$ cat config.mk
export PLATFORM = sky130hd
export DESIGN_NAME = fetch_sequencer
export DESIGN_NICKNAME = d
export VERILOG_FILES = /design/src/rtl/fetch_sequencer_pkg.sv /design/src/rtl/fetch_sequencer_opcode_classifier.sv /design/src/rtl/fetch_sequencer.sv
export SDC_FILE = /design/constraint.sdc
export NUM_CORES = 1
export LEC_CHECK = 0
export CELL_PAD_IN_SITES_DETAIL_PLACEMENT = 1
export CELL_PAD_IN_SITES_GLOBAL_PLACEMENT = 1
export CORE_MARGIN = 2
export CORE_UTILIZATION = 27
export CTS_CLUSTER_DIAMETER = 40
export DETAILED_ROUTE_END_ITERATION = 8
export GPL_TIMING_DRIVEN = 0
export PLACE_DENSITY_LB_ADDON = 0.12
export SYNTH_ARGS = -nofsm -noshare
export SYNTH_HDL_FRONTEND = slang
export SYNTH_SLANG_ARGS = --single-unit
$ cat constraint.sdc
create_clock -name Clk -period 1.6 [get_ports Clk]
set_input_delay 0.32 -clock Clk [delete_from_list [all_inputs] [get_ports Clk]]
set_output_delay 0.32 -clock Clk [all_outputs]
set_load 0.005 [all_outputs]
$ cat src/rtl/fetch_sequencer_pkg.sv
// Shared encodings for the fetch sequencer: opcodes, instruction classes, FSM states.
package fetch_sequencer_pkg;

  localparam logic [5:0] OpAlu   = 6'b100000;
  localparam logic [5:0] OpLi    = 6'b111000;
  localparam logic [5:0] OpLui   = 6'b111001;
  localparam logic [5:0] OpAddi  = 6'b110000;
  localparam logic [5:0] OpNandi = 6'b110010;
  localparam logic [5:0] OpOri   = 6'b110011;
  localparam logic [5:0] OpLb    = 6'b000011;
  localparam logic [5:0] OpLw    = 6'b001111;
  localparam logic [5:0] OpSw    = 6'b011111;
  localparam logic [5:0] OpB     = 6'b111111;
  localparam logic [5:0] OpBeq   = 6'b000000;
  localparam logic [5:0] OpBne   = 6'b000001;

  typedef enum logic [2:0] {
    ClsAlu,
    ClsImm,
    ClsLoad,
    ClsStore,
    ClsBr
  } iclass_e;

  typedef enum logic [2:0] {
    StStart  = 3'd0,
    StFetch  = 3'd1,
    StDecode = 3'd2,
    StExec   = 3'd3,
    StMem    = 3'd4,
    StWb     = 3'd5,
    StHalt   = 3'd6
  } state_e;

endpackage

$ cat src/rtl/fetch_sequencer_opcode_classifier.sv
// Combinational opcode decode into instruction class plus branch flavour and illegal flag.
module opcode_classifier
  import fetch_sequencer_pkg::*;
(
  input  logic [5:0] opcode_i,
  output iclass_e    iclass_o,
  output logic       is_b_o,
  output logic       is_beq_o,
  output logic       is_bne_o,
  output logic       illegal_o
);

  always_comb begin
    iclass_o  = ClsAlu;
    is_b_o    = 1'b0;
    is_beq_o  = 1'b0;
    is_bne_o  = 1'b0;
    illegal_o = 1'b0;
    unique case (opcode_i)
      OpAlu:                               iclass_o = ClsAlu;
      OpLi, OpLui, OpAddi, OpNandi, OpOri: iclass_o = ClsImm;
      OpLb, OpLw:                          iclass_o = ClsLoad;
      OpSw:                                iclass_o = ClsStore;
      OpB: begin
        iclass_o = ClsBr;
        is_b_o   = 1'b1;
      end
      OpBeq: begin
        iclass_o = ClsBr;
        is_beq_o = 1'b1;
      end
      OpBne: begin
        iclass_o = ClsBr;
        is_bne_o = 1'b1;
      end
      default: illegal_o = 1'b1;
    endcase
  end

endmodule

$ cat src/rtl/fetch_sequencer.sv
// Multi-cycle fetch/decode/exec/mem/wb controller driving the PC update strobes.
module fetch_sequencer
  import fetch_sequencer_pkg::*;
#(
  parameter int unsigned DATA_W      = 32,
  parameter int unsigned MEM_TIMEOUT = 15
) (
  input  logic              Clk,
  input  logic              Reset_n,
  input  logic [DATA_W-1:0] Instr,
  input  logic              Alu_Zero,
  input  logic              Mem_Ack,
  output logic              PC_Sel,
  output logic              PC_LdEn,
  output logic [DATA_W-1:0] PC_Immed,
  output logic [DATA_W-1:0] Instr_Reg,
  output logic              Rf_We,
  output logic              Mem_Req,
  output logic              Mem_We,
  output logic              Bus_Err,
  output logic              Illegal,
  output logic [2:0]        State
);

  localparam logic [7:0] TimeoutLim = 8'(MEM_TIMEOUT);

  state_e            state_q, state_d;
  logic [DATA_W-1:0] instr_q, instr_d;
  logic [7:0]        cnt_q, cnt_d;
  logic              bus_err_q, bus_err_d;

  iclass_e iclass;
  logic    is_b, is_beq, is_bne, op_illegal;
  logic    taken;

  opcode_classifier u_classifier (
    .opcode_i  (instr_q[31:26]),
    .iclass_o  (iclass),
    .is_b_o    (is_b),
    .is_beq_o  (is_beq),
    .is_bne_o  (is_bne),
    .illegal_o (op_illegal)
  );

  assign taken = is_b | (is_beq & Alu_Zero) | (is_bne & ~Alu_Zero);

  always_ff @(posedge Clk or negedge Reset_n) begin
    if (!Reset_n) begin
      state_q   <= StStart;
      instr_q   <= '0;
      cnt_q     <= '0;
      bus_err_q <= 1'b0;
    end else begin
      state_q   <= state_d;
      instr_q   <= instr_d;
      cnt_q     <= cnt_d;
      bus_err_q <= bus_err_d;
    end
  end

  always_comb begin
    state_d   = state_q;
    instr_d   = instr_q;
    cnt_d     = cnt_q;
    bus_err_d = bus_err_q;
    PC_LdEn   = 1'b0;
    PC_Sel    = 1'b0;
    Rf_We     = 1'b0;
    Mem_Req   = 1'b0;
    Mem_We    = 1'b0;
    Illegal   = 1'b0;
    unique case (state_q)
      StStart: state_d = StFetch;
      StFetch: begin
        instr_d = Instr;
        state_d = StDecode;
      end
      StDecode: begin
        if (op_illegal) begin
          Illegal = 1'b1;
          state_d = StWb;
        end else begin
          state_d = StExec;
        end
      end
      StExec: begin
        if (iclass == ClsBr) begin
          PC_LdEn = 1'b1;
          PC_Sel  = taken;
          state_d = StFetch;
        end else if (iclass == ClsLoad || iclass == ClsStore) begin
          state_d = StMem;
        end else begin
          state_d = StWb;
        end
      end
      StMem: begin
        Mem_Req = 1'b1;
        Mem_We  = (iclass == ClsStore);
        // An ack arriving on the limit cycle still completes the access.
        if (Mem_Ack) begin
          cnt_d = '0;
          if (iclass == ClsStore) begin
            PC_LdEn = 1'b1;
            state_d = StFetch;
          end else begin
            state_d = StWb;
          end
        end else if (cnt_q + 8'd1 == TimeoutLim) begin
          cnt_d     = '0;
          bus_err_d = 1'b1;
          state_d   = StHalt;
        end else begin
          cnt_d = cnt_q + 8'd1;
        end
      end
      StWb: begin
        // Instr_Reg is stable since FETCH, so the classifier still flags the NOP here.
        Rf_We   = ~op_illegal;
        PC_LdEn = 1'b1;
        state_d = StFetch;
      end
      StHalt: state_d = StHalt;
      default: state_d = StStart;
    endcase
  end

  assign PC_Immed  = {{(DATA_W-18){instr_q[15]}}, instr_q[15:0], 2'b00};
  assign Instr_Reg = instr_q;
  assign Bus_Err   = bus_err_q;
  assign State     = state_q;

endmodule

==> results.md, run 1 <==
- Async SR Flop Fraction: 1.00
- Max-Cap Viols: 0
- Period utilization: 1.38
- Final Core Density: 0.503
- Diode count: 0
- H-Tree Depth: 2
- Post-Route WL: 7.32 mm
- Worst setup margin: -0.609 ns
- Synth Register Bits: 44
- Max Fclk: 0.453 GHz
- Final net count: 407
- Synth warn: 0
- Top_reg_cell synth: dfrtp_1
- Worst hold path type: in2reg
- Failing checks: setup timing
- Critical-path cell list: clkbuf_8 > or3b_1 > o311a_1 > o221ai_2 > nor3b_2 > buf_2
- Die area: 0.00935 mm²
- Critical R2R Launch: State[1]$_DFFE_PN0P_
- Die height: 96.7 µm
- Fin. max-slew vios: 0
- IO Port Bufs: 106
- Initial Utilization: 0.281
- Req. time, crit path: 1.28 ns
- Worst-path clk slew: 0.09 ns
- Wire per inst: 15.4 µm
- Bufs on Longest Clock Path: 2
- Hold_sp: Mem_Ack
- GRT Total Usage: 0.163
- Post-synth EDFFs: 0
- Vias: 2173
- Post-route ant nets: 0
- CP endpoint kind: primary output
- Worst slew pin tran: 0.656 ns
- Pin count of the biggest net entering global routing: 35
- Final Wtd Congestion: 0.723
- Slew headroom: 0.560
- WHS Endpoint: cnt_q[5]$_DFFE_PN0P_
- Setup violations, final: 44
- Final Hold Vio Count: 0
- Drt pass-1 iters: 4
- Startpoint types: flop
- Core area: 0.00826 mm²
- Area growth from synthesis to layout: 78.9%
- Layout cell share with drive strength beyond 1: 0.478
- Synth top cells by count: dfrtp_1 (44), buf_4 (35), mux2_2 (31)
- Slowest-stage cell, CP: dfrtp_1
- Synth top area share: 0.474
- Row count: 33
- CTS Sinks: 44
- Drc violations: 0
- Worst Path Arrival: 1.89 ns
- CP Max Fanout: 4
- Final setup TNS: -12.71 ns
- Synth cell types: 43
- Synth area leaders: dfrtp_1 (47%), mux2_2 (15%), buf_4 (11%)
- Clk_lat worst skew: 0.31 ns
- Reg2Reg Setup Slack: -0.36 ns
- FF-to-FF path depth: 5
- Clock Skew: 0.0104 ns
- CP max stage delay: 0.39 ns
- CP Class: reg2out
- Die X: 96.7 µm
- Syn Inst Count: 209
- Maximum VDD drop: 717 µV
- Iter 0 DRT Violations: 36
- Total grt overflow: 0
- Fin crit period: 2.21 ns
- R2R Path End: Instr_Reg[3]$_DFFE_PN0P_
- Leak Pwr: 1.89 nW
- Vias in the first global route: 2402
- I/O Pins: 110
- First-pass GRT wire length: 12.3 mm
- Status: finished, violations left
- Hold Path Stages: 2
- P per Cell Area: 1980 mW/mm²
- Sequential area share after synthesis: 0.474
- Cts bufs inserted: 5
- Via/cell ratio: 4.57
- Count leader, synth: dfrtp_1
- Mean post-synth cell area: 11.1 µm²
- CTS tree: yes
- Initial antenna violation count: 0
- CTS root buf: clkbuf_8
- Unrepaired setup endpoints after global routing: yes
- DP HPWL: 4.63 mm
- Synth area leader: dfrtp_1
- Synth Cell Area: 0.00232 mm²
==> worst max-delay path: cells and delay by family, from the launching register on <==
family	cells	cell delay, ns
and+or+nand+nor	2	0.55
DFF	1	0.39
AOI/OAI and AO/OA	2	0.37
buffers and inverters	2	0.28
==> cells in the final DEF (no fill, tap or decap), drive strengths merged, types with 5 or more instances in the layout <==
cell	Yosys	layout
clkbuf	3	8
clkdlybuf4s50	0	62
a21oi	7	7
nor2	6	6
dlygate4sd2	0	25
nand2	14	14
buf	37	99
o21ai	11	11
mux2	31	31
nor3	5	5
dfrtp	44	44
inv	6	6
==> where the power goes <==
group          leakage [nW]  internal [mW]  total (mW)  switching (mW)
combinational          1.33           3.30        5.10            1.80
clock                0.0614          0.511       0.932           0.420
sequential            0.499           1.68        2.20           0.513
==> layer usage <==
layer / GRT usage / up-vias / wire, µm
li1: - / 1025 / -
met1: 0.186 / 1065 / 3000
met2: 0.289 / 75 / 3710
met3: 0.0491 / 8 / 513
met4: 0.0531 / 0 / 93
met5: 0 / - / 0
==> cell type report <==
type                       count  area [µm²]
tap                          105         131
clock inverter                 2        38.8
buffer                        39         298
inverter                       6        25.0
sequential                    44        1110
clock buffer                   6        82.6
timing repair buffer         153        1410
multi-input combinational    120        1060
fill                         927        4110
==> registers in the layout (all words and copies together), names as in the netlist <==
| name | cells |
|---|---|
| Bus_Err | 1 |
| cnt_q | 8 |
| State | 3 |
| Instr_Reg | 32 |
==> kinds of logic (layout without fill, tap and decap cells) <==
kind of cell,after synthesis,in the layout,synth area share
other cells,1,2,0.00162
simple gates,48,48,0.119
fa+ha+maj,2,2,0.0108
xor+xnor,2,2,0.00755
flops,44,44,0.474
compound gates,34,34,0.0965
buf+inv,46,206,0.135
mux,32,32,0.155
==> timing repair <==
| item | 4_1_cts | 5_1_grt |
|---|---|---|
| gates resized for setup | 123 | 13 |
| pin swaps | 12 | 9 |
| buffers inserted | 42 | 9 |
| endpoints found under the setup margin | 82 | 51 |
| hold endpoints to repair | 10 | 0 |
| hold buffers | 1 | 0 |
==> worst max-delay path by stage <==
stage	startpoint	endpoint	slack (ns)	depth (start not counted)
2_1_floorplan	Instr_Reg[30]$_DFFE_PN0P_	Rf_We	-0.12	5
3_3_place_gp	Reset_n	Instr_Reg[9]$_DFFE_PN0P_	-1.19	1
3_5_place_dp	Instr_Reg[30]$_DFFE_PN0P_	Rf_We	-0.75	6
4_1_cts	Instr_Reg[30]$_DFFE_PN0P_	Rf_We	-0.61	6
5_1_grt	Instr_Reg[30]$_DFFE_PN0P_	Rf_We	-0.72	6
6_report	Instr_Reg[30]$_DFFE_PN0P_	Rf_We	-0.61	6
==> stage by stage <==
step	worst slack, ns	cell area (µm²)	power, mW	hold slack, ns	cells
global placement	-1.19	3520	6.46	0.482	421
CTS	-0.612	4140	8.23	0.328	473
floorplan	-0.119	2330	4.25	0.0244	210
detailed placement	-0.749	3540	6.55	0.233	422
finish	-0.609	4150	8.23	0.329	475
global route	-0.719	4150	8.84	0.337	475
Note: power is estimated with default switching activity, not from simulation.
==> inputs of run 2 (changes only) <==
--- a/config.mk
+++ b/config.mk
@@ -6,9 +6,9 @@
 export NUM_CORES = 1
 export LEC_CHECK = 0
 export CELL_PAD_IN_SITES_DETAIL_PLACEMENT = 1
-export CELL_PAD_IN_SITES_GLOBAL_PLACEMENT = 1
+export CELL_PAD_IN_SITES_GLOBAL_PLACEMENT = 2
 export CORE_MARGIN = 2
-export CORE_UTILIZATION = 27
+export CORE_UTILIZATION = 22
 export CTS_CLUSTER_DIAMETER = 40
 export DETAILED_ROUTE_END_ITERATION = 8
 export GPL_TIMING_DRIVEN = 0
==> run 2 against run 1 <==
- the flow still finishes with violations (setup timing)
- die area increased by 22%
- non-clock buffer count increased by 12
- cell count increased by 9.1%
- critical endpoint unchanged
- largest power group unchanged
==> results.md, run 2 (synthesis results as in run 1) <==
- Status: finished, violations left (unchanged)
- Failing checks: setup timing (unchanged)
- Max-Cap Viols: 0 (unchanged)
- Drc violations: 0 (unchanged)
- Cell area after layout: 0.00440 mm² (was 0.00415 mm²)
- GRT met2 Usage: 0.226 (was 0.289)
- First-pass GRT wire length: 11.9 mm (was 12.3 mm)
- Die area: 0.0114 mm² (was 0.00935 mm²)
- IO Port Bufs: 106 (unchanged)
- Fin crit period: 2.19 ns (was 2.21 ns)
- Clk_lat worst skew: 0.30 ns (was 0.31 ns)
- DP HPWL: 4.87 mm (was 4.63 mm)
- Drt pass-1 iters: 4 (unchanged)
- Worst hold path type: in2async (was in2reg)
- Placed Area: 0.00358 mm² (was 0.00354 mm²)
- Maximum VDD drop: 697 µV (was 717 µV)
- Bufs on Longest Clock Path: 2 (unchanged)
- FF/Latch Area: 0.00111 mm² (unchanged)
- Worst setup margin: -0.591 ns (was -0.609 ns)
- Via/cell ratio: 4.29 (was 4.57)
- H-Tree Depth: 2 (unchanged)
- Worst Path Arrival: 1.87 ns (was 1.89 ns)
- Wire per inst: 14.9 µm (was 15.4 µm)
- Worst slew pin tran: 0.584 ns (was 0.656 ns)
- Slew headroom: 0.611 (was 0.560)
- Power, Total: 8.82 mW (was 8.23 mW)
- Startpoint types: flop (unchanged)
- CP endpoint kind: primary output (unchanged)
- Worst slack at placement: -0.804 ns (was -0.749 ns)
- P per Cell Area: 2010 mW/mm² (was 1980 mW/mm²)
- Die X: 107 µm (was 96.7 µm)
- Row count: 37 (was 33)
- Period utilization: 1.37 (was 1.38)
- Unrepaired setup endpoints after global routing: yes (unchanged)
- CP Max Fanout: 5 (was 4)
- Area growth from synthesis to layout: 89.5% (was 78.9%)
- CTS root buf: clkbuf_8 (unchanged)
- Final Wtd Congestion: 0.662 (was 0.723)
- Flip-flop count of the largest register after layout: 32 (unchanged)
- Vias in the first global route: 2410 (was 2402)
- Post-route ant nets: 0 (unchanged)
- Max Fclk: 0.456 GHz (was 0.453 GHz)
- Leak Pwr: 1.98 nW (was 1.89 nW)
- Footprint of the multi-input gates: 0.00110 mm² (was 0.00106 mm²)
- Diode count: 0 (unchanged)
- CTS tree: yes (unchanged)
- Layout cell share with drive strength beyond 1: 0.505 (was 0.478)
- Pin count of the biggest net entering global routing: 24 (was 35)
- Final Hold Vio Count: 0 (unchanged)
- Die height: 107 µm (was 96.7 µm)
- Clock Skew: 0.00687 ns (was 0.0104 ns)
- Total grt overflow: 0 (unchanged)
- I/O Pins: 110 (unchanged)
- Filler cells: 1152 (was 927)
- Grt peak-use layer: met2 (unchanged)
- Fin. max-slew vios: 0 (unchanged)
- Core area: 0.0103 mm² (was 0.00826 mm²)
- Post-Route WL: 7.71 mm (was 7.32 mm)
- Final net count: 419 (was 407)
- CP Class: reg2out (unchanged)
- Initial antenna violation count: 0 (unchanged)
- Initial Utilization: 0.226 (was 0.281)
- Met3 global-route usage: 0.0456 (was 0.0491)
- CTS Sinks: 44 (unchanged)
- Cts bufs inserted: 5 (unchanged)
- Setup violations, final: 35 (was 44)
- Worst-path clk slew: 0.09 ns (about the same)
- Req. time, crit path: 1.28 ns (about the same)
- Most common cell after layout, fill and taps aside: buf_4 (unchanged)
- Iter 0 DRT Violations: 33 (was 36)
- GRT Total Usage: 0.131 (was 0.163)
- Vias: 2222 (was 2173)
- Met1 usage: 0.153 (was 0.186)
- Most frequent cells in the layout: buf_4 (85), clkdlybuf4s50_1 (59), dfrtp_1 (35) (was buf_4 (81), clkdlybuf4s50_1 (62), dfrtp_1 (35))
[run 2: changes by cell type in the layout (fill, tap and decap cells not counted), moves of 2 or more]
cell	delta
clkbuf_16	+2
clkdlybuf4s15_1	+9
clkdlybuf4s50_1	-3
o21ai_0	-3
dlygate4sd2_1	-8
nand3_1	-2
o21ai_2	+2
buf_6	+4
buf_4	+4
dlymetal6s2s_1	+4
clkbuf_8	-2
buf_12	+2
nor3_1	+2
[run 2: power breakdown]
part	internal, mW	switching [mW]
Clock	0.464	0.397
Sequential	1.68	0.525
Combinational	3.79	1.96
Total	5.93	2.89
[run 2: cell type report]
cell class,instances,area share
tap,136,0.0387
multi-input combinational,120,0.249
clock buffer,6,0.0165
clock inverter,2,0.00796
buffer,39,0.0748
timing repair buffer,165,0.354
sequential,44,0.253
inverter,6,0.00654
[run 2: what timing repair did]
action / CTS / global route
setup endpoints to repair: 80 / 61
buffers inserted: 44 / 13
hold endpoints to repair: 0 / 0
hold buffers: 0 / 0
resized for setup: 110 / 55
gates cloned: 0 / 3
pin swaps: 17 / 18
[run 2: per-layer routing]
| layer | routed length [µm] | up-vias |
|---|---|---|
| met4 | 79 | 0 |
| met3 | 543 | 6 |
| met2 | 3880 | 68 |
| met1 | 3210 | 1101 |
| met5 | 0 | - |
| li1 | - | 1047 |
[run 2: path summary, 6_finish.rpt]
path | from | to | slack (ns) | cells after the start
max in group asynchronous | Reset_n | Instr_Reg[27]$_DFFE_PN0P_ | 1.04 | 2
max reg2reg | cnt_q[0]$_DFFE_PN0P_ | cnt_q[0]$_DFFE_PN0P_ | -0.15 | 6
min reg2reg | Instr_Reg[17]$_DFFE_PN0P_ | Instr_Reg[17]$_DFFE_PN0P_ | 0.51 | 1
max | Instr_Reg[30]$_DFFE_PN0P_ | Rf_We | -0.59 | 5
min in group Clk | Mem_Ack | cnt_q[5]$_DFFE_PN0P_ | 0.33 | 2
min | Reset_n | cnt_q[7]$_DFFE_PN0P_ | 0.01 | 1
[run 2: per-stage QoR]
step / std cells / util / setup TNS [ns] / hold slack [ns]
3_5_place_dp: 453 / 0.348 / -18.54 / 0.367
4_1_cts: 504 / 0.402 / -3.05 / 0.0361
5_1_grt: 518 / 0.428 / -5.99 / 0.0579
6_report: 518 / 0.428 / -3.11 / 0.0138
3_3_place_gp: 452 / 0.347 / -74.39 / 0.484
2_1_floorplan: 210 / - / -0.143 / 0.0244
[run 2: worst max-delay path, cell delays in order (launching register included)]
cell,delay [ns]
dfrtp_2,0.44
or3b_1,0.39
o311a_1,0.14
o221ai_4,0.23
nor3b_2,0.22
buf_2,0.14
